<file path="config.mk">
export PLATFORM = sky130hd
export DESIGN_NAME = gcd_lcm_unit
export DESIGN_NICKNAME = d
export VERILOG_FILES = /design/src/rtl/gcd_lcm_pkg.sv /design/src/rtl/gcd_lcm_divu.sv /design/src/rtl/gcd_lcm_unit.sv
export SDC_FILE = /design/constraint.sdc
export NUM_CORES = 1
export LEC_CHECK = 0
export ABC_CLOCK_PERIOD_IN_PS = 10750
export BUFFER_PORTS_ARGS = -buffer_cell sky130_fd_sc_hd__buf_2
export CAP_MARGIN = 10
export CORE_MARGIN = 10
export CORE_UTILIZATION = 40
export CTS_BUF_LIST = sky130_fd_sc_hd__clkbuf_16
export CTS_CLUSTER_DIAMETER = 80
export DETAILED_ROUTE_END_ITERATION = 12
export GPL_TIMING_DRIVEN = 0
export HOLD_SLACK_MARGIN = 0.08
export PLACE_DENSITY_LB_ADDON = 0.12
export SETUP_SLACK_MARGIN = 0.15
export SLEW_MARGIN = 20
export SYNTH_ARGS = -nofsm -noshare
export SYNTH_HDL_FRONTEND = slang
export SYNTH_SLANG_ARGS = --single-unit
</file>
<file path="constraint.sdc">
create_clock -name clk -period 10.75 [get_ports clk]
set_input_delay 0.5375 -clock clk [delete_from_list [all_inputs] [get_ports clk]]
set_output_delay 0.5375 -clock clk [all_outputs]
set_load 0.005 [all_outputs]
</file>
<file path="src/rtl/gcd_lcm_pkg.sv">
// Shared types for the GCD/LCM coprocessor: FSM states, operation codes and a
// width helper for the Stein common-shift counter.
package gcd_lcm_pkg;

  typedef enum logic [2:0] {IDLE, CHECK, GCD_RUN, DIV, MUL, DONE} state_t;
  typedef enum logic {OP_GCD = 1'b0, OP_LCM = 1'b1} op_t;

  function automatic int unsigned k_width(input int unsigned w);
    return $clog2(w) + 1;
  endfunction

endpackage

</file>
<file path="src/rtl/gcd_lcm_divu.sv">
// Fixed-latency restoring divider: quotient valid with a done pulse exactly
// WIDTH cycles after start.
module gcd_lcm_divu #(
  parameter int WIDTH = 32
) (
  input  logic             clk,
  input  logic             reset,
  input  logic             start,
  input  logic [WIDTH-1:0] dividend,
  input  logic [WIDTH-1:0] divisor,
  output logic             done,
  output logic [WIDTH-1:0] quotient
);

  localparam int CW = $clog2(WIDTH + 1);

  logic [WIDTH-1:0] rem_q, quo_q, dvs_q;
  logic [CW-1:0]    cnt_q;
  logic             run_q, done_q;

  logic [WIDTH:0]   rsh;
  logic [WIDTH:0]   rdiff;
  logic             fits;

  // Partial remainder stays below 2*divisor, so one extra bit is enough.
  assign rsh   = {rem_q, quo_q[WIDTH-1]};
  assign fits  = (rsh >= {1'b0, dvs_q});
  assign rdiff = rsh - {1'b0, dvs_q};

  always_ff @(posedge clk) begin
    if (reset) begin
      run_q  <= 1'b0;
      done_q <= 1'b0;
    end else begin
      done_q <= 1'b0;
      if (start) begin
        rem_q <= '0;
        quo_q <= dividend;
        dvs_q <= divisor;
        cnt_q <= CW'(WIDTH);
        run_q <= 1'b1;
      end else if (run_q) begin
        rem_q <= fits ? rdiff[WIDTH-1:0] : rsh[WIDTH-1:0];
        quo_q <= {quo_q[WIDTH-2:0], fits};
        cnt_q <= cnt_q - 1'b1;
        if (cnt_q == CW'(1)) begin
          run_q  <= 1'b0;
          done_q <= 1'b1;
        end
      end
    end
  end

  assign done     = done_q;
  assign quotient = quo_q;

endmodule

</file>
<file path="src/rtl/gcd_lcm_unit.sv">
// Multi-cycle GCD/LCM coprocessor (Stein GCD, divide, shift-add multiply).
// Build option GCDLCM_OVF_SAT_EN: saturate the LCM result to all-ones on overflow.
module gcd_lcm_unit
  import gcd_lcm_pkg::*;
#(
  parameter int WIDTH = 32
) (
  input  logic             clk,
  input  logic             reset,
  input  logic             start,
  input  logic             op,
  input  logic [WIDTH-1:0] src_a,
  input  logic [WIDTH-1:0] src_b,
  output logic             busy,
  output logic             done,
  output logic [WIDTH-1:0] result,
  output logic             ovf
);

  localparam int KW = k_width(WIDTH);

  state_t             state_q;
  op_t                op_q;
  logic [WIDTH-1:0]   src_a_q, src_b_q, a_q, b_q, g_q, mpl_q, result_q;
  logic [KW-1:0]      k_q, cnt_q;
  logic [2*WIDTH-1:0] acc_q, mcand_q;
  logic               busy_q, done_q, ovf_q, div_start_q;

  logic [WIDTH-1:0]   a_d, b_d, g, lcm_res, div_quo;
  logic [KW-1:0]      k_d;
  logic [2*WIDTH-1:0] acc_d;
  logic               div_done, lcm_ovf;

  // The difference of two odd values is always even, so its halving is folded
  // into the subtract step; this keeps the worst case inside 2*WIDTH+4 cycles.
  always_comb begin
    a_d = a_q;
    b_d = b_q;
    k_d = k_q;
    if (!a_q[0] && !b_q[0]) begin
      a_d = a_q >> 1;
      b_d = b_q >> 1;
      k_d = k_q + 1'b1;
    end else if (!a_q[0]) begin
      a_d = a_q >> 1;
    end else if (!b_q[0]) begin
      b_d = b_q >> 1;
    end else if (a_q > b_q) begin
      a_d = (a_q - b_q) >> 1;
    end else begin
      b_d = (b_q - a_q) >> 1;
    end
  end

  assign g       = a_q << k_q;
  assign acc_d   = acc_q + (mpl_q[0] ? mcand_q : '0);
  assign lcm_ovf = |acc_d[2*WIDTH-1:WIDTH];

`ifdef GCDLCM_OVF_SAT_EN
  assign lcm_res = lcm_ovf ? {WIDTH{1'b1}} : acc_d[WIDTH-1:0];
`else
  assign lcm_res = acc_d[WIDTH-1:0];
`endif

  gcd_lcm_divu #(.WIDTH(WIDTH)) u_divu (
    .clk      (clk),
    .reset    (reset),
    .start    (div_start_q),
    .dividend (src_a_q),
    .divisor  (g_q),
    .done     (div_done),
    .quotient (div_quo)
  );

  always_ff @(posedge clk) begin
    if (reset) begin
      state_q     <= IDLE;
      busy_q      <= 1'b0;
      done_q      <= 1'b0;
      result_q    <= '0;
      ovf_q       <= 1'b0;
      div_start_q <= 1'b0;
    end else begin
      done_q      <= 1'b0;
      div_start_q <= 1'b0;
      case (state_q)
        IDLE: begin
          if (start) begin
            op_q    <= op_t'(op);
            src_a_q <= src_a;
            src_b_q <= src_b;
            a_q     <= src_a;
            b_q     <= src_b;
            k_q     <= '0;
            ovf_q   <= 1'b0;
            busy_q  <= 1'b1;
            state_q <= CHECK;
          end
        end
        CHECK: begin
          if (a_q == '0 || b_q == '0) begin
            result_q <= (op_q == OP_GCD) ? (a_q | b_q) : '0;
            busy_q   <= 1'b0;
            done_q   <= 1'b1;
            state_q  <= DONE;
          end else begin
            state_q <= GCD_RUN;
          end
        end
        GCD_RUN: begin
          if (a_q == b_q) begin
            if (op_q == OP_GCD) begin
              result_q <= g;
              busy_q   <= 1'b0;
              done_q   <= 1'b1;
              state_q  <= DONE;
            end else begin
              g_q         <= g;
              div_start_q <= 1'b1;
              state_q     <= DIV;
            end
          end else begin
            a_q <= a_d;
            b_q <= b_d;
            k_q <= k_d;
          end
        end
        DIV: begin
          if (div_done) begin
            mcand_q <= {{WIDTH{1'b0}}, div_quo};
            mpl_q   <= src_b_q;
            acc_q   <= '0;
            cnt_q   <= KW'(WIDTH);
            state_q <= MUL;
          end
        end
        MUL: begin
          acc_q   <= acc_d;
          mcand_q <= mcand_q << 1;
          mpl_q   <= mpl_q >> 1;
          cnt_q   <= cnt_q - 1'b1;
          if (cnt_q == KW'(1)) begin
            result_q <= lcm_res;
            ovf_q    <= lcm_ovf;
            busy_q   <= 1'b0;
            done_q   <= 1'b1;
            state_q  <= DONE;
          end
        end
        DONE:    state_q <= IDLE;
        default: state_q <= IDLE;
      endcase
    end
  end

  assign busy   = busy_q;
  assign done   = done_q;
  assign result = result_q;
  assign ovf    = ovf_q;

endmodule

</file>
==> impl_summary.log <==
INFO  metric result_of_the_run = completed
INFO  metric holdBufCountCts = 15
INFO  metric final_cells = roughly 4500
INFO  metric cts_tree = yes
INFO  metric die-height = around 300 microns
INFO  metric clk_root_buffer_cell = sky130_fd_sc_hd__clkbuf_16
INFO  metric holdWs = approximately 110 ps
INFO  metric fmax = 167.2 MHz
INFO  metric r2r-start = mpl_q[0]$_DFFE_PP_
INFO  metric crit_path_max_fanout = 10
INFO  metric syn_nets = approximately 3500
INFO  metric seq_area = between 10000 and 15000 sq um
INFO  metric arrival_time_at_the_worst_endpoint = roughly 6500 ps
INFO  metric synthesis.area = approximately 31000 sq um
INFO  metric chipWidth = about 300 microns
INFO  metric ys.warnings.count = 0
INFO  metric initial_antenna_violation_count = 2
INFO  metric holdCritPathClass = in -> reg
INFO  metric grt_remaining_overflow = 0
INFO  metric seq_power_share = 0.329
INFO  metric grtUsageMet1 = 0.3273
INFO  metric static-leakage-power = 14.04 nW
INFO  metric top_level_ports = roughly 100
INFO  metric worstMarginPinSlew = roughly 1200 ps
INFO  metric grt.busiest_layer = met2
INFO  metric relSlewSlack = 0.1684
INFO  metric synth.top_cells.by_count = sky130_fd_sc_hd__edfxtp_1, sky130_fd_sc_hd__nand2_1, sky130_fd_sc_hd__nor2_1
INFO  metric power.clock.fraction = 0.236
INFO  metric multi_input_comb_area = between 15000 and 20000 sq um
INFO  metric cp_capture_type = register
INFO  metric drt-initial-drc-count = roughly 2300
INFO  metric postSynthRegisterBits = 476
INFO  metric timing.final.max_slew_violations = 0
INFO  metric use_met2 = 0.4169
INFO  metric grt_start_max_net_pins = 28
INFO  metric clock_skew = roughly 14 ps
INFO  metric nets = 3725
INFO  metric synth-edff-count = 435
INFO  metric setup_fix_bufs_post_cts = 0
INFO  metric drt_drc_violations_left = 0
INFO  metric cts.sinks = around 480
INFO  metric grt_util_all_layers = 0.2478
INFO  metric netlist_instances = about 3300
INFO  metric drt.antenna.violating_nets = 0
INFO  metric holdCritStartpoint = src_a[7]
INFO  metric post_route_cells_drive_above_1_share = 0.1153
INFO  metric layout-area-overhead-vs-synth = 13.45%
INFO  metric cts_htree_levels = 2
INFO  metric vdd_ir_drop_max = roughly 0.15 mV
INFO  metric hold_viol_final = 0
INFO  metric core_area = between 70000 and 80000 sq um
INFO  metric hold-path-endpoint = src_a_q[7]$_DFFE_PP_
INFO  metric worstPathRequired = approximately 11000 ps
INFO  metric detail_route.vias_per_cell = between 5 and 6
INFO  metric async_reset_ff_frac = 0
INFO  metric placement.io_buffers = 101
INFO  metric clkTransAtPathRegs = 60 ps
INFO  metric synth_top_flop_cell = sky130_fd_sc_hd__edfxtp_1
INFO  metric avgRoutedWirePerCell = roughly 25 microns
INFO  metric insertion_delay = between 600 and 700 ps
INFO  metric grt_pass1_wl = approximately 170000 microns
INFO  metric reg2regPathDepth = 16
INFO  metric final-setup-viol-count = 0
INFO  metric finalWorstPathRequiredPeriod = 5979 ps
INFO  metric part_of_the_yosys_area_used_for_sequential_elements = 0.4447
INFO  metric dieArea = 89620 sq um
INFO  metric grt_setup_unrepaired = false
INFO  metric worst_hold_path.num_cells = 1
INFO  metric num-fill-cells = about 7500
INFO  metric yosysTopAreaCellShare = 0.4184
INFO  metric post-place-cells = 4427
INFO  metric antenna-diode-count = 0
INFO  metric dpl_cell_area = about 34000 sq um
INFO  metric switching_power = 3.337 mW
INFO  metric critPathKind = reg -> reg
INFO  metric power.density_cell_area = about 220 nW/um^2
INFO  metric regToRegSetupSlack = between 4000 and 5000 ps
INFO  metric vias = around 26000
INFO  metric firstDrtPassIters = 5
INFO  metric synth.avg_cell_area = around 9.6 sq um
INFO  metric initial_utilization = 0.4030
INFO  metric maxCapViolations = 0
INFO  metric finalWirelength = 114200 microns
INFO  metric synth.largest_area_cell = sky130_fd_sc_hd__edfxtp_1
INFO  metric worstReg2RegEnd = ovf$_SDFFE_PP0P_
INFO  metric cts_made_buffers = 54
INFO  metric start_kind = register
INFO  metric netlist_top_cells_area = sky130_fd_sc_hd__edfxtp_1, sky130_fd_sc_hd__ha_1, sky130_fd_sc_hd__nand2_1
INFO  metric fin_crit_sh = 0.5562
INFO  metric combinationalPowerShare = 0.436
INFO  metric fraction_of_power_spent_switching_nets = 0.4313
INFO  metric post_cts.resized_instances = 0
INFO  metric p_int = between 4 and 5 mW
INFO  metric dp.final_hpwl = just over 90000 microns
INFO  metric synth.most_common_cell = sky130_fd_sc_hd__edfxtp_1
INFO  metric final_util = 0.4572
INFO  metric use_met3 = 0.02660
INFO  metric gp_congestion = a little under 1
INFO  metric number_of_global_route_vias_before_repair = between 20000 and 30000
INFO  metric clock_tree.buffer_depth = 3
INFO  metric synth_cell_types = approximately 110
INFO  metric final_area = approximately 35000 sq um
INFO  metric core.rowCount = slightly above 100
cells in the final DEF (no fill, tap or decap), types with 55 or more instances in the layout:
cell type                   netlist  final
sky130_fd_sc_hd__a21o_1          56     56
sky130_fd_sc_hd__a21oi_1        258    256
sky130_fd_sc_hd__and2_1          88     88
sky130_fd_sc_hd__buf_2           19    125
sky130_fd_sc_hd__clkbuf_1       124    123
sky130_fd_sc_hd__clkbuf_16        0     55
sky130_fd_sc_hd__edfxtp_1       435    435
sky130_fd_sc_hd__ha_1           195    195
sky130_fd_sc_hd__inv_1          176    185
sky130_fd_sc_hd__nand2_1        425    425
sky130_fd_sc_hd__nor2_1         377    375
sky130_fd_sc_hd__nor3_1          73     72
sky130_fd_sc_hd__o21ai_0        127    127
sky130_fd_sc_hd__xnor2_1         95     95
logic make-up after synthesis:
logic type	after synthesis	synth area share
adder cells (fa/ha/maj)	199	0.08072
flip-flops	476	0.4447
AO/OA/AOI/OAI	783	0.1744
XOR/XNOR	137	0.03844
buffers and inverters	358	0.04737
AND/OR/NAND/NOR	1218	0.1786
multiplexers	88	0.03575
how the worst max path moves through the flow:
stage                       startpoint                     end  slack (ps)
2_1_floorplan  state_q[2]$_SDFFE_PP0P_  acc_q[0]$_SDFFCE_PN0P_         960
3_3_place_gp   state_q[2]$_SDFFE_PP0P_    mcand_q[8]$_DFFE_PP_       -4530
3_5_place_dp        mpl_q[0]$_DFFE_PP_        ovf$_SDFFE_PP0P_        4850
4_1_cts             mpl_q[0]$_DFFE_PP_        ovf$_SDFFE_PP0P_        4800
5_1_grt             mpl_q[0]$_DFFE_PP_        ovf$_SDFFE_PP0P_        4560
6_report            mpl_q[0]$_DFFE_PP_        ovf$_SDFFE_PP0P_        4770
power groups by stage:
stage | Combinational, mW | Sequential [mW] | Clock [mW]
3_3_place_gp | 3.24 | 2.62 | 0
5_1_grt | 3.62 | 2.55 | 1.95
4_1_cts | 3.32 | 2.54 | 1.87
6_report | 3.37 | 2.54 | 1.82
2_1_floorplan | 2.13 | 2.47 | 0
3_5_place_dp | 3.30 | 2.57 | 0
critical path: stages (launching register included):
cell                        delay, ps
sky130_fd_sc_hd__edfxtp_1         380
sky130_fd_sc_hd__clkbuf_1         410
sky130_fd_sc_hd__clkbuf_1         460
sky130_fd_sc_hd__and2_1           260
sky130_fd_sc_hd__ha_1             220
sky130_fd_sc_hd__fa_1             460
sky130_fd_sc_hd__a21oi_4          180
sky130_fd_sc_hd__o22ai_1          130
sky130_fd_sc_hd__o41a_4           430
sky130_fd_sc_hd__o211ai_2         390
sky130_fd_sc_hd__nand4_1          300
sky130_fd_sc_hd__a221oi_1         470
sky130_fd_sc_hd__nand3_1          130
sky130_fd_sc_hd__a2111oi_0        760
sky130_fd_sc_hd__and4_1           380
sky130_fd_sc_hd__nand4_1          170
sky130_fd_sc_hd__o31a_1           310
flip-flops by register name (all words and copies together) (netlist names):
signal / flops
ovf: 1
u_divu.cnt_q: 6
src_b_q: 32
u_divu.run_q: 1
cnt_q: 6
a_q: 32
k_q: 6
op_q: 1
state_q: 3
g_q: 32
mcand_q: 64
div_start_q: 1
result: 32
u_divu.done: 1
u_divu.rem_q: 32
done: 1
busy: 1
mpl_q: 32
b_q: 32
acc_q: 64
u_divu.dvs_q: 32
u_divu.quotient: 32
src_a_q: 32
final cells by class:
class,count,area share
plain buffers,178,0.02272
clock buffers,55,0.03886
clock inverters,46,0.01017
inverters,180,0.01908
multi-input cells,2425,0.4491
flip-flops and latches,476,0.3920
well taps,1040,0.03674
repair buffers,143,0.03133
per-layer routing:
layer	routed length [microns]	vias to the layer above
met2	54310	786
met3	5145	173
met4	4393	0
met1	50340	12774
li1	-	12178
met5	0	-
metrics by stage:
stage,setup TNS [ps],power [mW],setup WS (ps)
finish,0,7.738,4771
global route,0,8.117,4559
CTS,0,7.726,4797
detailed placement,0,5.872,4846
global placement,-749200,5.855,-4532
floorplan,0,4.605,956.8
No activity file was read; power rests on OpenSTA's default activity.
